### config.mk
export PLATFORM = sky130hd
export DESIGN_NAME = alu_pipe
export DESIGN_NICKNAME = d
export VERILOG_FILES = /design/src/rtl/alu_pipe.sv
export SDC_FILE = /design/constraint.sdc
export NUM_CORES = 1
export LEC_CHECK = 0
export ABC_CLOCK_PERIOD_IN_PS = 4100
export CAP_MARGIN = 30
export CORE_MARGIN = 2
export CORE_UTILIZATION = 54
export CTS_CLUSTER_DIAMETER = 150
export DETAILED_ROUTE_END_ITERATION = 8
export PLACE_DENSITY = 0.83
export SLEW_MARGIN = 20
export SYNTH_ARGS = -nofsm -noshare
export SYNTH_HDL_FRONTEND = slang
export SYNTH_SLANG_ARGS = --single-unit
### constraint.sdc
create_clock -name clk -period 4.1 [get_ports clk]
set_input_delay 0.41 -clock clk [delete_from_list [all_inputs] [get_ports clk]]
set_output_delay 0.41 -clock clk [all_outputs]
set_load 0.01 [all_outputs]
### src/rtl/alu_pipe.sv
// Two-stage valid/ready pipelined Hack-style ALU (zx,nx,zy,ny,f,no).
// Define ALU_PIPE_OVF_EN to add the registered signed-overflow output ovf.
module alu_pipe #(
    parameter int WIDTH = 16
) (
    input  logic             clk,
    input  logic             rst,
    input  logic             in_valid,
    output logic             in_ready,
    input  logic [WIDTH-1:0] x,
    input  logic [WIDTH-1:0] y,
    input  logic [5:0]       ctrl,
    output logic             out_valid,
    input  logic             out_ready,
    output logic [WIDTH-1:0] out,
    output logic             zr,
    output logic             ng
`ifdef ALU_PIPE_OVF_EN
    ,
    output logic             ovf
`endif
);

    logic             s1_valid;
    logic [WIDTH-1:0] s1_x;
    logic [WIDTH-1:0] s1_y;
    logic             s1_f;
    logic             s1_no;

    logic             s1_en;
    logic             s2_en;
    logic [WIDTH-1:0] x_pre;
    logic [WIDTH-1:0] y_pre;
    logic [WIDTH-1:0] sum;
    logic [WIDTH-1:0] r;
    logic [WIDTH-1:0] res;

    assign s2_en    = !out_valid || out_ready;
    assign s1_en    = !s1_valid || s2_en;
    assign in_ready = s1_en;

    always_comb begin
        x_pre = ctrl[5] ? '0 : x;
        x_pre = ctrl[4] ? ~x_pre : x_pre;
        y_pre = ctrl[3] ? '0 : y;
        y_pre = ctrl[2] ? ~y_pre : y_pre;
    end

    always_ff @(posedge clk or posedge rst) begin
        if (rst) begin
            s1_valid <= 1'b0;
            s1_x     <= '0;
            s1_y     <= '0;
            s1_f     <= 1'b0;
            s1_no    <= 1'b0;
        end else if (s1_en) begin
            s1_valid <= in_valid;
            s1_x     <= x_pre;
            s1_y     <= y_pre;
            s1_f     <= ctrl[1];
            s1_no    <= ctrl[0];
        end
    end

    // Carry out of the add is dropped: arithmetic is modulo 2^WIDTH.
    always_comb begin
        sum = s1_x + s1_y;
        r   = s1_f ? sum : (s1_x & s1_y);
        res = s1_no ? ~r : r;
    end

    // Flags are registered rather than derived from out so they read 0 during reset.
    always_ff @(posedge clk or posedge rst) begin
        if (rst) begin
            out_valid <= 1'b0;
            out       <= '0;
            zr        <= 1'b0;
            ng        <= 1'b0;
        end else if (s2_en) begin
            out_valid <= s1_valid;
            out       <= res;
            zr        <= (res == '0);
            ng        <= res[WIDTH-1];
        end
    end

`ifdef ALU_PIPE_OVF_EN
    // Overflow looks at the pre-negation sum, so no has no effect on it.
    always_ff @(posedge clk or posedge rst) begin
        if (rst) begin
            ovf <= 1'b0;
        end else if (s2_en) begin
            ovf <= s1_f && (s1_x[WIDTH-1] == s1_y[WIDTH-1])
                        && (sum[WIDTH-1] != s1_x[WIDTH-1]);
        end
    end
`endif

endmodule

==> flow_summary.yaml <==
synth:
  synth_nets: 497
  netlist_area_um2: 3810
  ys_seq_area_share_pct: 34.81
  synth-edff-count: 0
  yosys_register_bits: 53
  synth_top_area_share_pct: 34.81
  async_flop_share_pct: 100.0
  synth_area_leaders: "dfrtp_1 (35%), xnor2_1 (9.9%), a21oi_1 (7.0%)"
  yosys_most_used_dff: "dfrtp_1"
  synth.avg_cell_area_um2: 8.698
  ys_types: 60
  yosys_warnings: 0
  yosysTopAreaCell: "dfrtp_1"
  synth_cells: 438
power:
  powerDensity_nw_per_um2: 435.9
  switchingPower_mw: 0.7569
  pwr-share-clk_pct: 14.6
  ir_drop_uv: 178.0
  swShare_pct: 37.84
  p_seq_share_pct: 35.2
  power.total_mw: 2.000
  comb_power_share_pct: 50.2
  p_int_mw: 1.243
  cellLeakagePower_nw: 1.797
setup_path:
  endpoint_kind: "register"
  cp-start-kind: "register"
  worst_ep_arrival_time_ns: 3.41
  cpPeakStageDelay_ns: 0.45
  critPathKind: "register to register"
  worstPathRequired_ns: 4.33
  slowest_stage: "fa_1"
  cp_max_fo: 4
  path_buf_inv: 0
  crit_chain: "ha_1 > fa_1 > a211oi_2 > o21a_1 > o211ai_4 > and3_2 > o41ai_4 > o21ai_2 > or3_1 > a32oi_1"
  path_delay_family: "compound AO/OA/AOI/OAI gates"
status:
  outcome: "finished clean"
floorplanning:
  die_x_um: 88.00
  dieArea_um2: 7743
  core_area_um2: 6794
  num_io_pins: 62
  start_util_pct: 56.08
  die_h_um: 88.00
  rows: 30
sta:
  whs_ns: 0.4464
  setup_viol: 0
  slew_headroom_pct: 38.59
  min_period_ns: 3.178
  hold_viol_final: 0
  clock-skew-final_ns: 0.01088
  fin_tns_setup_ns: 0
  max_freq_ghz: 0.3146
  worstMarginPinSlew_ns: 0.9183
  finalCritPeriodShare_pct: 77.52
  drv_slew: 0
  rsz0062_at_grt: "no"
route:
  drt-total-wl_mm: 7.646
  viasPerCell: 5.346
  via_count: 3117
  ant_nets: 0
  wl_per_cell_um: 13.11
  drt_pre_antenna_iters: 4
  drcViolationCount: 0
  first_iter_violations: 140
place:
  gp_congestion: 0.8780
  dpl.cell_count: 573
  hpwlAfterDp_mm: 5.884
  io_buffers: 61
clock_network:
  cts_sinks: 53
  cts.repair.resized: 0
  max-clock-path-buffers: 2
  htree_levels: 2
  clk_pin_slew_worst_paths_ns: 0.10
  hold_buffers: 0
  cts_buffers: 5
  clock_latency_ns: 0.31
  cts_root_buf: "clkbuf_8"
  post_cts_buffers: 0
  cts_tree: "yes"
cells_and_area:
  fillers: 591
  final_cell_mix: "clkdlybuf4s50_1 (61), nor2_1 (57), a21oi_1 (53), dfrtp_1 (53), xnor2_1 (43)"
  syn2layout_area_growth_pct: 20.43
  antenna_cells: 0
  post_layout_nonfiller_instances: 583
  final_nets: 545
  drive_gt1_share_pct: 7.598
  layout.cells.most_common: "clkdlybuf4s50_1"
min_path:
  hold_path_class: "input pin to asynchronous set/reset pin"
global_route:
  grt_max_degree: 68
  grt_usage_pct: 20.89
  grt_overflow: 0
  grt_pass1_vias: 2841
  antenna_found_initial: 0
  grt_pass1_wl_mm: 12.95
flow_run:
  cap_violations: 0
==> kinds of logic after synthesis <==
kind of cell	synth area share, %
AO/OA/AOI/OAI	17.18
XOR/XNOR	11.72
adder cells (fa/ha/maj)	5.780
buffers and inverters	3.974
flip-flops	34.81
multiplexers	2.791
AND/OR/NAND/NOR	23.74
==> routing by layer <==
layer	up-vias	GRT usage [%]	share of wire, %	routed length, um
met5	-	0	0	0
met4	0	5.035	0.76	58
met3	7	3.393	3.4	259
met2	65	34.64	47	3561
met1	1440	28.70	49	3766
li1	1605	-	-	-
==> power by group through the flow <==
stage / clock [mW] / combinational, mW / sequential, mW
finish: 0.292 / 1.00 / 0.705
global route: 0.317 / 1.11 / 0.720
CTS: 0.297 / 0.983 / 0.719
detailed placement: 0 / 0.978 / 0.730
global placement: 0 / 0.956 / 0.722
floorplan: 0 / 0.663 / 0.734
==> registers in the layout, indices dropped and copies added, names as in the netlist <==
name and flops:
s1_y 16, s1_x 16, s1_valid 1, out 16
s1_no 1, zr 1, s1_f 1, out_valid 1
==> worst register-to-register path: stages, from the launching register on <==
cell and delay [ns]:
dfrtp_1 0.41, ha_1 0.27, fa_1 0.45, a211oi_2 0.34
o21a_1 0.24, o211ai_4 0.11, and3_2 0.22, o41ai_4 0.40
o21ai_2 0.11, or3_1 0.39, a32oi_1 0.17
==> synth_stat cells, drive strengths merged (6+ instances only) <==
master and n:
a21oi 54, buf 12, clkbuf 15, dfrtp 53
ha 16, inv 8, nand2 27, nand3 8
nand3b 6, nor2 57, nor2b 37, nor3 9
o211ai 6, o21ai 15, xnor2 43, xor2 8
==> path summary, 6_finish.rpt <==
path | depth (start not counted) | slack [ns] | end | startpoint
worst max-delay path | 10 | 0.92 | zr$_DFFE_PP0P_ | s1_x[0]$_DFFE_PP0P_
worst min-delay path | 2 | 0.45 | s1_y[14]$_DFFE_PP0P_ | rst
worst max register to register | 10 | 0.92 | zr$_DFFE_PP0P_ | s1_x[0]$_DFFE_PP0P_
worst min register to register | 2 | 0.48 | out[8]$_DFFE_PP0P_ | out[8]$_DFFE_PP0P_
max in group asynchronous | 3 | 3.13 | s1_x[1]$_DFFE_PP0P_ | rst
min in group clk | 2 | 0.48 | out[8]$_DFFE_PP0P_ | out[8]$_DFFE_PP0P_
==> area by class of cell <==
cell class,count,area (um2),share of cell area (%)
Inverter,8,30.03,0.6545
Clock buffer,6,72.57,1.582
Sequential cell,53,1326,28.91
Clock inverter,2,13.76,0.3000
Tap cell,96,120.1,2.618
Timing Repair Buffer,68,690.7,15.05
Multi-Input combinational cell,350,2335,50.89
==> per-stage QoR <==
| stage | util (%) | setup WS [ns] | instance area [um2] |
|---|---|---|---|
| floorplan | - | 1.205 | 3810 |
| global placement | 65.52 | 1.068 | 4452 |
| detailed placement | 65.82 | 0.9925 | 4472 |
| CTS | 67.09 | 0.9558 | 4558 |
| global route | 67.53 | 0.7914 | 4588 |
| finish | 67.53 | 0.9218 | 4588 |
No activity file was read; power rests on OpenSTA's default activity.
